--- src/rtl/aes_dec_cbc_unloader_pkg.sv ---
// Shared types and constants for the AES decrypt CBC unloader.
package aes_dec_cbc_unloader_pkg;

  localparam int BLK_W         = 128;
  localparam int WORD_W        = 32;
  localparam int WORDS_PER_BLK = 4;
  localparam int CNT_W         = 16;
  localparam int IDX_W         = 2;

  // Index of the final word in a block; the word index wraps only after this one.
  localparam logic [IDX_W-1:0] IDX_LAST = IDX_W'(WORDS_PER_BLK - 1);

  typedef enum logic [0:0] {
    ST_IDLE = 1'b0,
    ST_SEND = 1'b1
  } state_e;

  // Select one 32-bit word of a block, most-significant word first.
  function automatic logic [WORD_W-1:0] word_sel(input logic [BLK_W-1:0] blk,
                                                 input logic [IDX_W-1:0] idx);
    logic [WORD_W-1:0] w;
    case (idx)
      2'd0:    w = blk[127:96];
      2'd1:    w = blk[95:64];
      2'd2:    w = blk[63:32];
      2'd3:    w = blk[31:0];
      default: w = blk[127:96];
    endcase
    return w;
  endfunction

endpackage

--- src/rtl/aes_dec_cbc_unloader.sv ---
// Post-processes AES decrypt core output: applies the CBC chaining XOR
// (or passes through in ECB mode) and serialises each 128-bit block into
// four 32-bit words with a valid/ready handshake.
module aes_dec_cbc_unloader
  import aes_dec_cbc_unloader_pkg::*;
#(
  parameter int CBC_EN = 1
) (
  input  logic                clk,
  input  logic                rst_n,
  input  logic                iv_load,
  input  logic [BLK_W-1:0]    iv,
  input  logic                blk_valid,
  output logic                blk_ready,
  input  logic [BLK_W-1:0]    blk_pt,
  input  logic [BLK_W-1:0]    blk_ct,
  output logic                out_valid,
  input  logic                out_ready,
  output logic [WORD_W-1:0]   out_word,
  output logic                out_last,
  output logic [CNT_W-1:0]    blk_count
);

  state_e             state_q, state_d;
  logic [IDX_W-1:0]   idx_q, idx_d;
  logic [BLK_W-1:0]   blk_buf_q, blk_buf_d;
  logic [BLK_W-1:0]   chain_q, chain_d;
  logic [CNT_W-1:0]   cnt_q, cnt_d;
  logic               out_valid_q, out_valid_d;
  logic               out_last_q, out_last_d;
  logic [WORD_W-1:0]  out_word_q, out_word_d;

  logic               blk_ready_s;
  logic               accept_s;
  logic               word_hs_s;
  logic [BLK_W-1:0]   chain_eff_s;

  // Handshake decode: a new block can enter while idle, or as the last word leaves.
  always_comb begin
    blk_ready_s = (state_q == ST_IDLE) ||
                  ((state_q == ST_SEND) && (idx_q == IDX_LAST) && out_ready);
    accept_s    = blk_valid && blk_ready_s;
    word_hs_s   = (state_q == ST_SEND) && out_ready;
    // An IV loaded in the same idle cycle as an accept chains this very block.
    if ((state_q == ST_IDLE) && iv_load) begin
      chain_eff_s = iv;
    end else begin
      chain_eff_s = chain_q;
    end
  end

  // Next-state logic: leave SEND only when the last word goes without a refill.
  always_comb begin
    state_d = state_q;
    case (state_q)
      ST_IDLE: begin
        if (accept_s) begin
          state_d = ST_SEND;
        end else begin
          state_d = ST_IDLE;
        end
      end
      ST_SEND: begin
        if (word_hs_s && (idx_q == IDX_LAST) && !accept_s) begin
          state_d = ST_IDLE;
        end else begin
          state_d = ST_SEND;
        end
      end
      default: state_d = ST_IDLE;
    endcase
  end

  // Datapath next values: block buffer, chaining register, word index, block counter.
  always_comb begin
    blk_buf_d = blk_buf_q;
    chain_d   = chain_q;
    idx_d     = idx_q;
    cnt_d     = cnt_q;
    if (accept_s) begin
      if (CBC_EN != 0) begin
        blk_buf_d = blk_pt ^ chain_eff_s;
      end else begin
        blk_buf_d = blk_pt;
      end
      chain_d = blk_ct;
      idx_d   = 2'd0;
    end else if ((state_q == ST_IDLE) && iv_load) begin
      chain_d = iv;
    end else if (word_hs_s && (idx_q != IDX_LAST)) begin
      idx_d = idx_q + 2'd1;
    end else begin
      idx_d = idx_q;
    end
    if (word_hs_s && (idx_q == IDX_LAST)) begin
      cnt_d = cnt_q + 16'd1;
    end else begin
      cnt_d = cnt_q;
    end
  end

  // Output logic: outputs are registered, computed from the next state and index.
  always_comb begin
    out_valid_d = (state_d == ST_SEND);
    out_last_d  = (state_d == ST_SEND) && (idx_d == IDX_LAST);
    if (state_d == ST_SEND) begin
      out_word_d = word_sel(blk_buf_d, idx_d);
    end else begin
      out_word_d = out_word_q;
    end
  end

  // State register.
  always_ff @(posedge clk or negedge rst_n) begin
    if (!rst_n) begin
      state_q <= ST_IDLE;
    end else begin
      state_q <= state_d;
    end
  end

  // Datapath and output registers; reset discards any partially sent block.
  always_ff @(posedge clk or negedge rst_n) begin
    if (!rst_n) begin
      idx_q       <= 2'd0;
      blk_buf_q   <= 128'd0;
      chain_q     <= 128'd0;
      cnt_q       <= 16'd0;
      out_valid_q <= 1'b0;
      out_last_q  <= 1'b0;
      out_word_q  <= 32'd0;
    end else begin
      idx_q       <= idx_d;
      blk_buf_q   <= blk_buf_d;
      chain_q     <= chain_d;
      cnt_q       <= cnt_d;
      out_valid_q <= out_valid_d;
      out_last_q  <= out_last_d;
      out_word_q  <= out_word_d;
    end
  end

  assign blk_ready = blk_ready_s;
  assign out_valid = out_valid_q;
  assign out_last  = out_last_q;
  assign out_word  = out_word_q;
  assign blk_count = cnt_q;

endmodule

--- config.mk ---
export PLATFORM = sky130hd
export DESIGN_NAME = aes_dec_cbc_unloader
export DESIGN_NICKNAME = d
export VERILOG_FILES = /design/src/rtl/aes_dec_cbc_unloader_pkg.sv /design/src/rtl/aes_dec_cbc_unloader.sv
export SDC_FILE = /design/constraint.sdc
export NUM_CORES = 1
export LEC_CHECK = 0
export BUFFER_PORTS_ARGS = -buffer_cell sky130_fd_sc_hd__buf_2
export CORE_AREA = 10 10 209 211
export CTS_CLUSTER_SIZE = 25
export DETAILED_ROUTE_END_ITERATION = 12
export DIE_AREA = 0 0 219 221
export GPL_TIMING_DRIVEN = 0
export HOLD_SLACK_MARGIN = 0.06
export PLACE_DENSITY = 0.66
export RECOVER_POWER = 50
export SLEW_MARGIN = 5
export SYNTH_ARGS = -nofsm -noshare
export SYNTH_HDL_FRONTEND = slang
export SYNTH_SLANG_ARGS = --single-unit
--- constraint.sdc ---
create_clock -name clk -period 3.7 [get_ports clk]
set_clock_uncertainty 0.1 [all_clocks]
set_input_delay 1.11 -clock clk [delete_from_list [all_inputs] [get_ports clk]]
set_output_delay 1.11 -clock clk [all_outputs]
set_load 0.005 [all_outputs]
### Word level (Yosys, flattened, before mapping)

Cells that the tools add are included.

* bitwise logic cells: 2
* reductions and logical operators: 12
* muxes and demuxes: 10
* add/subtract/negate cells: 2
* equal/unequal tests: 5

Operators with widths (number)
* 2-to-1 mux 128 bit: 3
* case mux 32 bit (4 select lines): 1
* bitwise XOR 128 bit: 1
* adder 16 x 1 -> 16 bit (second input constant): 1
* logical AND 1 bit: 9
* == test 2 bit (second input constant): 3
* 2-to-1 mux 2 bit: 3
* adder 2 x 1 -> 2 bit (second input constant): 1
* == test 2 x 1 -> 1 bit (second input constant): 1
* logical NOT 2 bit: 1
* 2-to-1 mux 1 bit: 2
* inequality test 2 bit (second input constant): 1
* case mux 1 bit (2 select lines): 1
* logical NOT 1 bit: 1
* logical OR 1 bit: 1
* NOT 1 bit: 1

* flip-flop bits (word level): 308
* input bits: 389

### Depth between registers and ports, before layout

Gate-level depths: netlist of the first run.

* depth in word-level cells: 10
* mapped depth: 9

### Worst setup path after synthesis of the first run

No wires, ideal clock.

* path type: input port to output port
* start point: in out_ready
* end point: out blk_ready
* data required time: 2.490 ns
* arrival: 1.619 ns
* slack: 0.871 ns
* stages: 3
* path through: a21boi_2 clkinv_1 buf_2

* longest elaborated chain between the ends: 2

RTL lines
* start, declared: line aes_dec_cbc_unloader.sv:18 `input logic out_ready,`
* logical AND 1 bit: line aes_dec_cbc_unloader.sv:41 `((state_q == ST_SEND) && (idx_q == IDX_LAST) && out_ready);`
* logical OR 1 bit: line aes_dec_cbc_unloader.sv:40 `blk_ready_s = (state_q == ST_IDLE) ||`
* end, declared: line aes_dec_cbc_unloader.sv:14 `output logic blk_ready,`

Every way passes these cells.

### Final worst setup path of the first run

* start point: reg idx_q[0]
* end point: out blk_ready

* longest elaborated chain between the ends: 4

RTL lines
* start, declared: line aes_dec_cbc_unloader.sv:25 `logic [IDX_W-1:0] idx_q, idx_d;`
* start signal, assigned: line aes_dec_cbc_unloader.sv:133 `idx_q <= idx_d;`
* == test 2 bit: line aes_dec_cbc_unloader.sv:41
* logical AND 1 bit (2 in series): line aes_dec_cbc_unloader.sv:41
* logical OR 1 bit: line aes_dec_cbc_unloader.sv:40

Every way passes these cells.

==> metrics.yaml, run 1 <==
routing:
  wl_met1_um: 26220
  met2_length_um: 31540
  first_iter_violations: 1099
  drt_wl_total_um: 64510
  vias: 14210
  topRoutingLayerUsed: "met4"
  wl_met3_um: 5185
  dr.pass1.iters: 8
  ant_nets: 0
  route.detailed.drc: 0
  routed_via_density: 5.456
  routedWlPerCell_um: 24.77
logic_synthesis:
  synth_top_cell_area_share_pct: 49.39
  synth_seq_cells: 308
  synth_cell_type_count: 49
  synthTopCellsByCount: "dfrtp_1 (308), nor2_1 (167), a21oi_1 (130), o21ai_0 (130), nand2_1 (110)"
  postSynth.asyncResetShare_pct: 100.0
  yosysSeqAreaShare_pct: 49.39
  synth_nets: 1962
  synth-main-ff-cell: "dfrtp_1"
  synth_edf_count: 0
  syn_avg_cell_area_um2: 9.932
  synth_cells: 1571
  yosysMostFrequentCell: "dfrtp_1"
  syn_area_um2: 15600
  yosys_warnings: 0
  synth_largest_area_cell: "dfrtp_1"
  ys_top_cells_by_area: "dfrtp_1 (49%), mux2i_1 (6.2%), xor2_1 (5.5%), a21oi_1 (4.2%), o21ai_0 (4.2%)"
finish:
  nets: 2442
  post-route-util_pct: 49.87
  area_growth_syn_to_layout_pct: 26.11
  drive_gt1_share_pct: 27.62
  fin_cells: 2605
sta:
  finalHoldViolCount: 0
  tightest_slew_ns: 2.483
  min_period_over_period_pct: 93.41
  fin_crit_ns: 3.456
  setup_viol: 0
  relSlewSlack_pct: -65.55
  slew_violations: 100
  hold_slack_ns: 0.3638
  setup_tns_ns: 0
  rsz0062_at_grt: "no"
  fmax_ghz: 0.2893
worst_setup_path:
  worstSetupEndpointType: "output pin"
  crit_slowest_cell: "dfrtp_1"
  path_buf_inv: 3
  cp-startpoint: "idx_q[0]"
  start_kind: "flop"
  worstPathArrival_ns: 2.25
  timing.reg2reg.setup_slack_ns: 0.42
  path_max_fanout: 10
  worstPathRequired_ns: 2.49
  rr_worst_depth: 8
  r2r-start: "idx_q[0]"
  regToRegEndpoint: "chain_q[117]"
  slowest_delay_ns: 0.47
  crit_top_cell: "buf_2"
  cp_top_family: "buffers and inverters"
  path_cells: "ha_1 > a21boi_2 > clkinv_1 > buf_2 > buf_2"
  worstSetupPathType: "reg -> out"
place:
  dp_cells: 2536
  hpwl_um: 49860
  globalplace.congestion: 0.8705
  portBuffers: 438
cts:
  cts-resized-gates: 0
  holdBufCountCts: 0
  clk_pin_slew_ns: 0.06
  clk_latency_ns: 0.56
  htreeDepth: 2
  cts_tree: "built"
  numCtsBuffers: 38
  root_buffer: "clkbuf_16"
  cts_setup_buffers: 0
  clockBufferDepth: 3
  clock_sinks: 308
status:
  violations: "capacitance limit, slew limit"
  status: "finished with violations"
power_and_ir_drop:
  power_density_nw_per_um2: 820.0
  finalPower_uw: 16140
  p_leak_uw: 0.008869
  max-vdd-ir-drop_mv: 0.3887
die:
  die-height_um: 221
  start_util_pct: 39.55
  core_area_um2: 39460
  rows: 73
  die_w_um: 219
  dieArea_um2: 48400
  ios: 440
min_path:
  min_path_cells: 1
  min_path_type: "reg -> reg"
  whs_endpoint: "blk_count[15]"
  min_from: "blk_count[15]"
global_routing:
  grt_max_degree: 109
  gr-usage-all-layers_pct: 25.92
  grt_pass1_wl_um: 94630
  overflow: 0
  antenna_found_initial: 4
  grt_pass1_vias: 14890
flow_run:
  cap_viol_max_count: 1
-- state kept, by name (all words and copies together) (netlist names) --
register and flops:
out_valid 1, blk_buf_q 128, blk_count 16, chain_q 128, out_word 32, idx_q 2, out_last 1
-- cell usage in the layout, fill, tap and decap left out, types with 39 or more instances in the layout --
cell and instances:
xor2_1 98, buf_2 473, a21oi_1 130, clkbuf_16 39
mux2i_1 96, dfrtp_1 308, clkbuf_1 75, nand2_1 110
o21ai_0 130, nor2_1 167
-- final cells by class --
cell class	instances	area [um^2]
Timing Repair Buffer	440	2235
Fill cell	3825	19780
Multi-Input combinational cell	1100	7167
Tap cell	525	656.9
Inverter	40	150.1
Clock inverter	16	145.1
Clock buffer	51	1041
Sequential cell	308	7707
Buffer	123	570.5
Antenna cell	2	5.005
-- kinds of logic after synthesis --
logic type	synth area share, %
adders and majority gates	0.1603
muxes	7.962
AOI/OAI and AO/OA	19.26
DFF	49.39
buffers and inverters	4.643
and+or+nand+nor	12.35
xor gates and xnor gates	6.230
-- routing by layer --
layer  up-vias  global-route usage [%]
met2       552                   43.81
met4         0                   6.540
met5         -                       0
li1       6525                       -
met1      7045                   32.35
met3        90                   6.385
-- report_power, final --
part           switching, uW  internal [uW]  leakage, uW  total (uW)
clock network           1540           2120     0.000579        3660
registers                623           4960      0.00366        5580
logic                   4360           2530      0.00463        6890
total                   6520           9610      0.00887       16100
-- worst max path at each step --
stage / end / depth (start not counted)
CTS: blk_ready / 5
detailed placement: chain_q[119] / 8
global route: blk_ready / 5
finish: blk_ready / 5
global placement: chain_q[104] / 1
floorplan: blk_ready / 3
-- through the flow --
| stage | area (um^2) | setup WS, ns |
|---|---|---|
| after detailed placement | 18520 | -0.03615 |
| after CTS | 19700 | 0.2027 |
| after floorplan | 15600 | 0.8708 |
| after global placement | 18450 | -4.747 |
| final | 19680 | 0.2438 |
| after global routing | 19680 | 0.1033 |
(Power assumes the default switching activity.)
==> run 2, diff against run 1 <==
Settings changed: MAX_ROUTING_LAYER set to met4.
==> metrics.yaml, run 2 (synthesis results as in run 1) <==
worst_setup_path:
  r2r-start: "idx_q[0]"
  cp-startpoint: "idx_q[0]"
  path_max_fanout: 10  # unchanged
  worstPathRequired_ns: 2.49  # about the same
  rr_worst_depth: 8  # unchanged
  worstPathArrival_ns: 2.27  # +0.02 ns
  start_kind: "flop"
  worstSetupPathType: "reg -> out"
  worstSetupEndpointType: "output pin"
  path_cells: "ha_1 > a21boi_2 > clkinv_1 > buf_2 > buf_2"
  crit_slowest_cell: "dfrtp_1"
  critPathCapture: "blk_ready"
  regToRegEndpoint: "chain_q[117]"
  slowest_delay_ns: 0.47  # about the same
  timing.reg2reg.setup_slack_ns: 0.34  # -0.08 ns
  crit_top_cell: "buf_2"
finish:
  fin_cells: 2604  # -0.038%
  area_growth_syn_to_layout_pct: 26.09  # about the same
  drive_gt1_share_pct: 27.62  # unchanged
  mostFrequentLayoutCells: "buf_2 (473), dfrtp_1 (308), nor2_1 (167), o21ai_0 (130), a21oi_1 (130)"
  finalInstanceArea_um2: 19680  # about the same
  nets: 2442  # unchanged
  mostFrequentLayoutCell: "buf_2"
global_routing:
  antenna_found_initial: 3  # -1
  grt_pass1_wl_um: 94340  # -0.31%
  gr-usage-all-layers_pct: 26.67  # +0.75 points
  grt_pass1_vias: 14980  # +0.60%
  grt_max_degree: 109  # unchanged
  overflow: 0  # unchanged
routing:
  vias: 14230  # +0.14%
  drt_wl_total_um: 64590  # +0.11%
  ant_nets: 0  # unchanged
  dr.pass1.iters: 5  # -3
  route.detailed.drc: 0  # unchanged
  routed_via_density: 5.465  # +0.18%
  first_iter_violations: 1116  # +1.5%
  routedWlPerCell_um: 24.80  # +0.15%
min_path:
  min_path_type: "reg -> reg"
power_and_ir_drop:
  p_sw_uw: 6542  # +0.27%
  combPwrFrac_pct: 42.8  # about the same
  p_seq_share_pct: 34.6  # about the same
  swShare_pct: 40.50  # +0.066 points
  clkPwrFrac_pct: 22.6  # about the same
  power_density_nw_per_um2: 821.1  # +0.12%
  max-vdd-ir-drop_mv: 0.3952  # +1.7%
  p_leak_uw: 0.008869  # about the same
  internal_power_uw: 9613  # about the same
cts:
  cts_tree: "built"
  root_buffer: "clkbuf_16"
  numCtsBuffers: 38  # unchanged
  htreeDepth: 2  # unchanged
  clock_sinks: 308  # unchanged
  cts-resized-gates: 0  # unchanged
  holdBufCountCts: 0  # unchanged
  clk_pin_slew_ns: 0.06  # about the same
  clockBufferDepth: 3  # unchanged
  cts_setup_buffers: 0  # unchanged
  clk_latency_ns: 0.56  # about the same
flow_run:
  cap_viol_max_count: 1  # unchanged
place:
  dp_cells: 2536  # unchanged
  hpwl_um: 49860  # unchanged
  portBuffers: 438  # unchanged
  pre_cts_slack_ns: -0.03615  # unchanged
  placed_area_um2: 18520  # unchanged
  globalplace.congestion: 0.8845  # +1.6%
die:
  ios: 440  # unchanged
  rows: 73  # unchanged
  die_w_um: 219  # unchanged
  start_util_pct: 39.55  # unchanged
  die-height_um: 221  # unchanged
  core_area_um2: 39460  # unchanged
  dieArea_um2: 48400  # unchanged
status:
  status: "finished with violations"
  violations: "capacitance limit, slew limit"
sta:
  hold_slack_ns: 0.3638  # +0.000007000 ns
  relSlewSlack_pct: -64.23  # +1.3 points
  setup_ws_ns: 0.2245  # -0.01926 ns
  fmax_ghz: 0.2877  # -0.55%
  finalHoldViolCount: 0  # unchanged
  min_period_over_period_pct: 93.93  # +0.52 points
  setup_viol: 0  # unchanged
  slew_violations: 100  # unchanged
  fin_crit_ns: 3.476  # +0.01926 ns
  tightest_slew_ns: 2.463  # -0.01976 ns
  setup_tns_ns: 0  # unchanged
  rsz0062_at_grt: "no"
[run 2: changes by cell type in the layout (fill, tap and decap cells not counted)]
cell	delta
diode_2	-1
[run 2: cell type report]
type,instances,area [um^2]
Fill cell,3826,19780
Tap cell,525,656.9
Clock buffer,51,1041
Inverter,40,150.1
Sequential cell,308,7707
Clock inverter,16,145.1
Antenna cell,1,2.502
Buffer,123,570.5
Multi-Input combinational cell,1100,7167
Timing Repair Buffer,440,2235
[run 2: power by group through the flow]
| stage | sequential (uW) | clock (uW) | combinational [uW] |
|---|---|---|---|
| 5_1_grt | 5730 | 3840 | 7470 |
| 3_3_place_gp | 5550 | 0 | 6730 |
| 3_5_place_dp | 5620 | 0 | 6870 |
| 2_1_floorplan | 5460 | 0 | 4210 |
| 6_report | 5580 | 3660 | 6910 |
| 4_1_cts | 5570 | 3710 | 6900 |
[run 2: stage by stage]
step	power (uW)	utilization, %
finish	16150	49.86
global route	17050	49.86
CTS	16180	49.94
detailed placement	12490	46.93
global placement	12280	46.77
floorplan	9675	-
[run 2: how the worst min path moves through the flow]
stage / startpoint / end / slack (ns) / cells after the start
2_1_floorplan: blk_buf_q[94] / blk_buf_q[94] / 0.34 / 2
3_3_place_gp: blk_buf_q[84] / blk_buf_q[84] / 0.35 / 2
3_5_place_dp: blk_buf_q[73] / blk_buf_q[73] / 0.36 / 2
4_1_cts: blk_count[15] / blk_count[15] / 0.37 / 1
5_1_grt: blk_buf_q[85] / blk_buf_q[85] / 0.40 / 2
6_report: blk_count[15] / blk_count[15] / 0.36 / 1
[run 2: worst max-delay path: cells and delay by family, from the launching register on]
| family | cells | cell delay [ns] |
|---|---|---|
| AO/OA/AOI/OAI | 1 | 0.27 |
| buffers and inverters | 3 | 0.69 |
| adder cells (fa/ha/maj) | 1 | 0.27 |
| flip-flops | 1 | 0.47 |
[run 2: layer usage]
| layer | share of wire [%] | vias to the layer above | wire length [um] | track usage, % |
|---|---|---|---|---|
| met5 | 0 | - | 0 | - |
| met4 | 2.5 | 0 | 1593 | 7.049 |
| met3 | 6.8 | 78 | 4422 | 6.071 |
| met2 | 49 | 522 | 31590 | 43.61 |
| met1 | 42 | 7107 | 26980 | 32.56 |
| li1 | - | 6525 | - | - |
==> run 3, diff against run 2 <==
Settings changed: CELL_PAD_IN_SITES_DETAIL_PLACEMENT set to 0, CELL_PAD_IN_SITES_GLOBAL_PLACEMENT set to 1, PLACE_DENSITY 0.66 to 0.83.
==> metrics.yaml, run 3 (synthesis results as in run 1) <==
status:
  status: "finished with violations"
  violations: "capacitance limit, slew limit"
sta:
  finalHoldViolCount: 0  # unchanged
  setup_viol: 0  # unchanged
  setup_ws_ns: 0.2381  # +0.01359 ns
  min_period_over_period_pct: 93.57  # -0.37 points
  hold_slack_ns: 0.3605  # -0.003302 ns
  tightest_slew_ns: 2.756  # +0.2924 ns
  rsz0062_at_grt: "no"
  fin_crit_ns: 3.462  # -0.01360 ns
  fmax_ghz: 0.2889  # +0.39%
  relSlewSlack_pct: -83.73  # -19 points
  slew_violations: 98  # -2.0%
global_routing:
  antenna_found_initial: 6  # +3
  grt_pass1_wl_um: 95020  # +0.72%
  gr-usage-all-layers_pct: 26.74  # +0.070 points
  overflow: 0  # unchanged
  grt_max_degree: 114  # +4.6%
  grt_pass1_vias: 14980  # +0.040%
die:
  start_util_pct: 39.55  # unchanged
  die-height_um: 221  # unchanged
  core_area_um2: 39460  # unchanged
  dieArea_um2: 48400  # unchanged
  rows: 73  # unchanged
  die_w_um: 219  # unchanged
  ios: 440  # unchanged
place:
  hpwl_um: 50240  # +0.77%
  pre_cts_slack_ns: 0.005257  # +0.04140 ns
  globalplace.congestion: 0.8528  # -3.6%
  portBuffers: 438  # unchanged
routing:
  routed_via_density: 5.498  # +0.59%
  drt_wl_total_um: 64880  # +0.45%
  routedWlPerCell_um: 24.90  # +0.37%
  first_iter_violations: 1067  # -4.4%
  ant_nets: 0  # unchanged
  dr.pass1.iters: 7  # +2
  vias: 14330  # +0.67%
  route.detailed.drc: 0  # unchanged
worst_setup_path:
  worstSetupPathType: "reg -> out"
  worstPathRequired_ns: 2.49  # about the same
  worstPathArrival_ns: 2.25  # -0.02 ns
  start_kind: "flop"
  slowest_delay_ns: 0.46  # about the same
  path_cells: "ha_1 > a21boi_2 > clkinv_1 > buf_2 > buf_2"
  worstSetupEndpointType: "output pin"
  crit_slowest_cell: "dfrtp_1"
  path_max_fanout: 10  # unchanged
  crit_top_cell: "buf_2"
cts:
  holdBufCountCts: 0  # unchanged
  cts_setup_buffers: 0  # unchanged
  clk_pin_slew_ns: 0.06  # about the same
  cts-resized-gates: 0  # unchanged
  clockBufferDepth: 3  # unchanged
  clock_sinks: 308  # unchanged
  clk_latency_ns: 0.54  # -0.02 ns
  root_buffer: "clkbuf_16"
  htreeDepth: 2  # unchanged
  cts_tree: "built"
  numCtsBuffers: 37  # -2.6%
finish:
  area_growth_syn_to_layout_pct: 25.67
  drive_gt1_share_pct: 27.52  # -0.10 points
  nets: 2441  # -0.041%
  mostFrequentLayoutCells: "buf_2 (471), dfrtp_1 (308), nor2_1 (167), o21ai_0 (130), a21oi_1 (130)"
  mostFrequentLayoutCell: "buf_2"
flow_run:
  cap_viol_max_count: 1  # unchanged
power_and_ir_drop:
  p_leak_uw: 0.008838  # -0.35%
  power_density_nw_per_um2: 812.3  # -1.1%
  max-vdd-ir-drop_mv: 0.3973  # +0.52%
min_path:
  min_path_type: "reg -> reg"
-- run 3: changes by cell type in the layout (fill, tap and decap cells not counted) --
cell | before | now
buf_12 | 0 | 1
buf_16 | 2 | 1
buf_2 | 473 | 471
bufinv_16 | 2 | 0
clkbuf_16 | 39 | 37
clkbuf_2 | 0 | 1
clkbuf_8 | 2 | 7
clkinv_4 | 1 | 0
clkinvlp_4 | 3 | 2
diode_2 | 1 | 6
inv_6 | 1 | 0
-- run 3: cell type report --
type                    instances  area [um^2]
well taps                     525        656.9
clock inverters                11        60.06
plain buffers                 123        570.5
clock buffers                  53         1056
inverters                      40        150.1
diodes                          6        15.01
flip-flops and latches        308         7707
multi-input cells            1100         7167
fillers                      3871        19850
repair buffers                440         2226
-- run 3: critical path: cells and delay by family (launching register included) --
kind            cells  cell delay, ns
buf+inv             3            0.74
compound gates      1            0.26
flops               1            0.46
fa+ha+maj           1            0.25
-- run 3: path summary, 6_finish.rpt --
check                         startpoint              to  slack, ns  depth (start not counted)
setup / recovery                idx_q[0]       blk_ready       0.24                          5
hold / removal             blk_count[15]   blk_count[15]       0.36                          1
setup reg to reg                idx_q[0]    chain_q[119]       0.51                          8
hold reg to reg            blk_count[15]   blk_count[15]       0.36                          1
max in group asynchronous          rst_n  blk_buf_q[102]       0.43                          2
min in group asynchronous          rst_n     chain_q[39]       1.28                          1
-- run 3: metal layers --
metal | global-route usage [%] | wire length (um) | up-vias
li1 | - | - | 6541
met1 | 32.97 | 27350 | 7089
met2 | 42.72 | 30930 | 597
met3 | 5.798 | 4621 | 100
met4 | 8.934 | 1980 | 0
met5 | - | 0 | -
-- run 3: metrics by stage --
step	total power, uW	util (%)	instances	area [um^2]	TNS (ns)
floorplan	9675	-	1571	15600	0
global route	16860	49.70	2606	19610	0
CTS	15990	49.76	2600	19630	0
detailed placement	12500	46.93	2536	18520	0
finish	15930	49.70	2606	19610	0
global placement	12270	46.77	2534	18450	-1438.58
-- run 3: power by group --
group          switching (uW)  leakage (uW)  total [uW]  internal, uW
logic                    4350       0.00462        6880          2530
clock network            1480      0.000552        3460          1980
registers                 628       0.00366        5590          4960
total                    6460       0.00884       15900          9470
